<file path="src/rtl/rr_mux.sv">
// rtl/rr_mux.sv - registered round-robin N-to-1 multiplexer with valid/ack inputs and valid/ready output
// Tags each output word with the index of the channel that supplied it.
module rr_mux #(
  parameter int NUMIN = 4,
  parameter int WIDTH = 8,
  parameter int SBITS = (NUMIN > 1) ? $clog2(NUMIN) : 1
) (
  input  logic                   CK,
  input  logic                   CLR,
  input  logic [NUMIN*WIDTH-1:0] I,
  input  logic [NUMIN-1:0]       V,
  output logic [NUMIN-1:0]       A,
  output logic [WIDTH-1:0]       Z,
  output logic                   ZV,
  input  logic                   ZR,
  output logic [SBITS-1:0]       S
);

  logic [WIDTH-1:0] z_q, z_d;
  logic             zv_q, zv_d;
  logic [SBITS-1:0] s_q, s_d;
  logic [SBITS-1:0] p_q, p_d;

  logic [SBITS-1:0] grant;
  logic             found;
  logic             load;
  logic [WIDTH-1:0] sel_data;

  // Scan starts one past the last grant so the previous winner is checked last.
  always_comb begin
    grant = '0;
    found = 1'b0;
    for (int off = 1; off <= NUMIN; off++) begin
      if (!found && V[SBITS'((int'(p_q) + off) % NUMIN)]) begin
        found = 1'b1;
        grant = SBITS'((int'(p_q) + off) % NUMIN);
      end
    end
  end

  assign load     = (!zv_q || ZR) && found && !CLR;
  assign sel_data = I[int'(grant)*WIDTH +: WIDTH];

  always_comb begin
    A = '0;
    for (int k = 0; k < NUMIN; k++) begin
      A[k] = load && (grant == SBITS'(k));
    end
  end

  always_comb begin
    z_d  = z_q;
    zv_d = zv_q;
    s_d  = s_q;
    p_d  = p_q;
    if (load) begin
      z_d  = sel_data;
      zv_d = 1'b1;
      s_d  = grant;
      p_d  = grant;
    end else if (zv_q && ZR) begin
      zv_d = 1'b0;
    end
  end

  // Pointer resets to the last channel so channel 0 wins the first scan.
  always_ff @(posedge CK) begin
    if (CLR) begin
      z_q  <= '0;
      zv_q <= 1'b0;
      s_q  <= '0;
      p_q  <= SBITS'(NUMIN - 1);
    end else begin
      z_q  <= z_d;
      zv_q <= zv_d;
      s_q  <= s_d;
      p_q  <= p_d;
    end
  end

  assign Z  = z_q;
  assign ZV = zv_q;
  assign S  = s_q;

endmodule

</file>
<file path="config.mk">
export PLATFORM = sky130hd
export DESIGN_NAME = rr_mux
export DESIGN_NICKNAME = d
export VERILOG_FILES = /design/src/rtl/rr_mux.sv
export SDC_FILE = /design/constraint.sdc
export NUM_CORES = 1
export LEC_CHECK = 0
export ABC_AREA = 1
export CORE_UTILIZATION = 41
export CTS_CLUSTER_DIAMETER = 50
export CTS_CLUSTER_SIZE = 20
export DETAILED_ROUTE_END_ITERATION = 8
export HOLD_SLACK_MARGIN = 0.1
export PLACE_DENSITY_LB_ADDON = 0.05
export SYNTH_ARGS = -nofsm -noshare
export SYNTH_HDL_FRONTEND = slang
export SYNTH_SLANG_ARGS = --single-unit
</file>
<file path="constraint.sdc">
create_clock -name CK -period 2.4 [get_ports CK]
set_clock_uncertainty 0.2 [all_clocks]
set_input_delay 0.36 -clock CK [delete_from_list [all_inputs] [get_ports CK]]
set_output_delay 0.36 -clock CK [all_outputs]
set_load 0.1 [all_outputs]
</file>
==> results of run 1 <==
==> cell type report <==
class                      count  area, um2  area share (%)
clock buffer                   4      26.28           1.302
inverter                      20      90.09           4.464
multi-input combinational    148      870.8           43.15
sequential                    13      262.8           13.02
tap                           30      37.54           1.860
timing repair buffer          77      730.7           36.21
==> layer usage <==
metal | wire length [um] | track usage, %
met1 | 1370 | 25.08
met3 | 347 | 8.470
met2 | 2051 | 53.01
met5 | 0 | 0
met4 | 118 | 10.42
==> placed cells by master, fill, tap and decap left out, types with 3 or more instances in the layout <==
master           instances
nand2_2                 24
a21oi_1                  4
nor2_4                   4
buf_12                   4
clkdlybuf4s50_1         34
nand3_4                  4
nand2_4                 11
inv_4                    3
nand2_1                 60
dfxtp_1                 11
buf_4                   32
inv_1                   10
clkbuf_4                 3
nor2_1                  10
nand3_1                 17
nand4_1                  7
inv_2                    5
==> cells by family after synthesis <==
group / Yosys count / synth area share, %
AO/OA/AOI/OAI: 5 / 2.171
AND/OR/NAND/NOR: 143 / 62.97
flip-flops: 13 / 22.58
buffers and inverters: 24 / 12.27
==> cell usage after synthesis, types with 2 or more instances <==
| library cell | n | share of area [%] |
|---|---|---|
| nand2_1 | 70 | 23 |
| nand2_2 | 20 | 11 |
| nand3_1 | 19 | 8.3 |
| dfxtp_1 | 13 | 23 |
| inv_1 | 13 | 4.2 |
| nor2_1 | 13 | 4.2 |
| nand4_1 | 7 | 3.8 |
| nand2_4 | 5 | 4.9 |
| a21oi_1 | 4 | 1.7 |
| inv_2 | 3 | 0.98 |
| inv_4 | 2 | 1.1 |
| nand3_2 | 2 | 1.7 |
| nand3_4 | 2 | 3.0 |
| nor2_4 | 2 | 2.0 |
| nor3_1 | 2 | 0.87 |
==> worst min-delay path, cell delays in order, from the launching register on <==
cell and delay [ns]:
dfxtp_1 0.32, nand2_1 0.06, nand2_1 0.04
==> through the flow <==
stage | hold slack (ns) | cells
5_1_grt | 0.2677 | 292
3_5_place_dp | 0.2399 | 281
6_report | 0.2560 | 292
4_1_cts | 0.2597 | 290
3_3_place_gp | 0.2335 | 281
2_1_floorplan | 0.3473 | 185
==> flip-flops by register name, indices dropped and copies added, names as in the netlist <==
| signal | count |
|---|---|
| S | 2 |
| Z | 8 |
| ZV | 1 |
| p_q | 2 |
==> repair_timing <==
action                                  CTS  global route
gates resized for setup                  19            10
setup buffers                             4             3
endpoints found under the setup margin    4             6
gates cloned                              1             0
pin swaps                                 8             8
==> worst max-delay path by stage <==
stage / from / to
floorplan: p_q[0] / A[0]
global placement: V[3] / A[2]
detailed placement: V[1] / A[2]
CTS: p_q[0] / A[3]
global route: p_q[0] / A[3]
finish: p_q[1] / A[0]
==> run_results.csv, run 1 <==
group,metric,value,unit
run_status,status,"finished, violations left",
run_status,violations,"negative setup slack",
critical_path,slowest_delay,0.40,ns
critical_path,cp-start-kind,"flip-flop",
detailed_routing,drt_iter0_markers,42,
timing,finalHoldViolCount,0,
critical_path,path_depth,12,
cells_and_area,syn_to_final_growth,75.14,%
detailed_routing,drc,0,
critical_path,r2r_slack,0.17,ns
detailed_routing,via_count,1496,
critical_path,path_cells,"inv_2 -> nand2_1 -> nand2_2 -> nand2_4 -> nand2_4 -> nor2_4 -> nand3_4 -> buf_6 -> nand3_4 -> inv_4 -> nor3_4 -> buf_12",
cells_and_area,nFillCells,185,
yosys,synthFlopType,"dfxtp_1",
cells_and_area,final_cell_area,0.002018,mm2
critical_path,crit_path_end_kind,"output port",
yosys,synth_area,0.001152,mm2
yosys,seq_area_frac_synth,22.58,%
timing,worst_pin_slew,0.2845,ns
global_route,grt_start_max_net_pins,17,
critical_path,arrival,2.00,ns
global_route,grt_first_pass_wirelength,5.754,mm
clocking,cts.sinks,13,
cells_and_area,fin_util,78.61,%
global_route,gr-total-overflow,0,
yosys,synthesis.area_per_instance,6.229,um2
timing,setup_viol,4,
clocking,holdBufCountCts,0,
yosys,syn-num-nets,224,
yosys,async_flop_share,0,%
critical_path,crit_buf_inv,4,
place,gp_congestion,0.8365,
timing,relSlewSlack,81.19,%
place,portBuffers,53,
clocking,cts_tree,"done",
place,dpl_worst_slack,-0.2036,ns
die,dieArea,0.003027,mm2
place,dp_hpwl,2.717,mm
critical_path,critical_path_peak_fanout,6,
timing,drv_slew,0,
die,rows,18,
yosys,ys_seq_elements,13,
global_route,grt_pass1_vias,1402,
yosys,synth_cells,185,
critical_path,r2r_start,"p_q[1]",
clocking,clk_pin_slew,0.09,ns
min_path,hold_class,"reg2reg",
yosys,ys_warn_count,0,
clocking,cts_buffers,3,
timing,timing.final.crit_share,106.5,%
yosys,synth_edf_count,0,
cells_and_area,fin_nets,302,
timing,fmax,391.4,MHz
die,fp.dieH,55.02,um
die,die_width,55.02,um
yosys,synth_cell_types,23,
critical_path,critPathKind,"reg2out",
min_path,hold_end,"S[1]",
die,ios,54,
timing,min_period,2.555,ns
critical_path,cpMaxStageDelayCell,"dfxtp_2",
detailed_routing,wire_per_inst,13.31,um
timing,totalNegativeSetupSlack,-0.5593,ns
clocking,htreeDepth,1,
global_route,antenna_found_initial,0,
global_route,grt_usage,26.84,%
detailed_routing,via_per_inst,5.123,
cells_and_area,layout-drive-gt1-share,38.93,%
detailed_routing,routed_wl,3.887,mm
critical_path,required,1.84,ns
clocking,clk_latency,0.28,ns
detailed_routing,drt_pass1_iterations,4,
place,dpl_cell_area,0.001857,mm2
detailed_routing,postRouteAntennaNets,0,
timing,fin_ws,-0.1552,ns
cells_and_area,diodes,0,
timing,rsz0062_at_grt,"yes",
critical_path,reg2reg_depth,16,
clocking,clock_path_buffers,2,
die,core_area,0.002567,mm2
die,start_util,44.88,%
min_path,holdPathStages,2,
critical_path,path_delay_family,"simple AND/OR/NAND/NOR gates",
clocking,clockRootBuffer,"clkbuf_4",
job,max_cap_violations,0,
critical_path,r2r_end,"Z[5]",
min_path,hp-start,"S[1]",
Power of run 1 is not shown: default switching activity piles up to over one toggle a cycle in this logic, so the estimate is an artifact.
==> run 2: changes to the inputs <==
CORE_UTILIZATION = 44   (was 41)
REMOVE_ABC_BUFFERS = 1   (was not set)
clock period = 3.3 ns   (was 2.4 ns; I/O delays follow)
==> run_results.csv, run 2 (synthesized netlist as in run 1, its figures left out) <==
group,metric,value,unit
cells_and_area,final_cell_mix,"70 x nand2_1, 38 x clkdlybuf4s50_1, 20 x nand2_2",
critical_path,crit_path_end_kind,"output port",
global_route,top_usage_layer,"met2",
timing,timing.final.crit_share,94.20,%
timing,min_period,3.109,ns
die,ios,54,
die,start_util,46.52,%
global_route,grt_usage,22.64,%
detailed_routing,drt_pass1_iterations,4,
clocking,cts_buffers,3,
clocking,clk_pin_slew,0.09,ns
run_status,status,"complete, no violations",
timing,drv_slew,0,
die,dieArea,0.002828,mm2
detailed_routing,routed_wl,2.972,mm
critical_path,required,2.60,ns
detailed_routing,drc,0,
detailed_routing,postRouteAntennaNets,0,
global_route,antenna_found_initial,0,
place,portBuffers,53,
global_route,grt_first_pass_wirelength,4.609,mm
clocking,htreeDepth,1,
min_path,hold_class,"reg2reg",
timing,worst_pin_slew,0.3841,ns
global_route,grt_start_max_net_pins,17,
clocking,clock_path_buffers,2,
detailed_routing,drt_iter0_markers,20,
cells_and_area,fin_nets,281,
cells_and_area,syn_to_final_growth,50.27,%
timing,totalNegativeSetupSlack,0,ns
die,fp.dieH,53.18,um
cells_and_area,largest_register_ffs,8,
cells_and_area,final_common_cell,"nand2_1",
clocking,post_cts_resize_count,0,
critical_path,cp-start-kind,"primary input",
place,gp_congestion,0.8041,
die,die_width,53.18,um
job,max_cap_violations,0,
die,core_area,0.002477,mm2
global_route,grt.met1_usage,24.57,%
detailed_routing,via_per_inst,4.956,
clocking,clk_latency,0.28,ns
global_route,met2_usage,43.46,%
timing,rsz0062_at_grt,"no",
critical_path,r2r_slack,1.09,ns
timing,setup_viol,0,
detailed_routing,wire_per_inst,10.97,um
die,rows,18,
clocking,cts_tree,"done",
global_route,met3_usage,2.586,%
timing,fmax,321.7,MHz
global_route,grt_pass1_vias,1120,
critical_path,critPathKind,"in2out",
cells_and_area,diodes,0,
cells_and_area,fin_util,69.90,%
place,dp_hpwl,2.410,mm
clocking,post_cts_buffers,0,
global_route,gr-total-overflow,0,
timing,finalHoldViolCount,0,
critical_path,critical_path_peak_fanout,9,
critical_path,arrival,2.41,ns
cells_and_area,final_cell_area,0.001732,mm2
clocking,cts.sinks,13,
cells_and_area,nFillCells,238,
detailed_routing,via_count,1343,
clocking,holdBufCountCts,0,
timing,relSlewSlack,74.20,%
place,dpl_cell_area,0.001702,mm2
cells_and_area,layout-drive-gt1-share,25.31,%
clocking,clockRootBuffer,"clkbuf_4",
==> run 2: final timing paths <==
path / start / to / depth (start not counted)
worst max-delay path: V[0] / A[2] / 12
worst min-delay path: Z[7] / Z[7] / 2
worst max register to register: p_q[0] / Z[2] / 12
worst min register to register: Z[7] / Z[7] / 2
==> run 2: metal layers <==
layer | wire length (um) | part of all wire, %
met4 | 44 | 1.5
met1 | 1207 | 41
met2 | 1568 | 53
met3 | 152 | 5.1
met5 | 0 | 0
==> run 2: stage by stage <==
stage                     std cells  setup slack, ns  hold WS (ns)
after floorplan                 181          -0.8910        0.3473
after global placement          267           0.2506        0.2437
after detailed placement        267           0.1359        0.2454
after CTS                       271           0.1324        0.2583
after global routing            271         0.001174        0.2697
final                           271           0.1914        0.2610
==> run 2: cell type report <==
| class | count | area [um2] | share of cell area (%) |
|---|---|---|---|
| Tap cell | 30 | 37.54 | 2.168 |
| Inverter | 20 | 87.58 | 5.058 |
| Multi-Input combinational cell | 148 | 753.2 | 43.50 |
| Timing Repair Buffer | 56 | 565.5 | 32.66 |
| Clock buffer | 4 | 26.28 | 1.517 |
| Sequential cell | 13 | 261.5 | 15.10 |
==> run 2: critical path: stages <==
cell and delay (ns):
clkdlybuf4s50_1 0.50, nand2_1 0.07, nand2_2 0.11, nand2_1 0.07
nand2_2 0.10, inv_1 0.09, nand3_4 0.15, nand3_2 0.14
inv_2 0.12, nand2_1 0.14, nor2_1 0.21, buf_12 0.20
Power of run 2 is left out for the same reason.
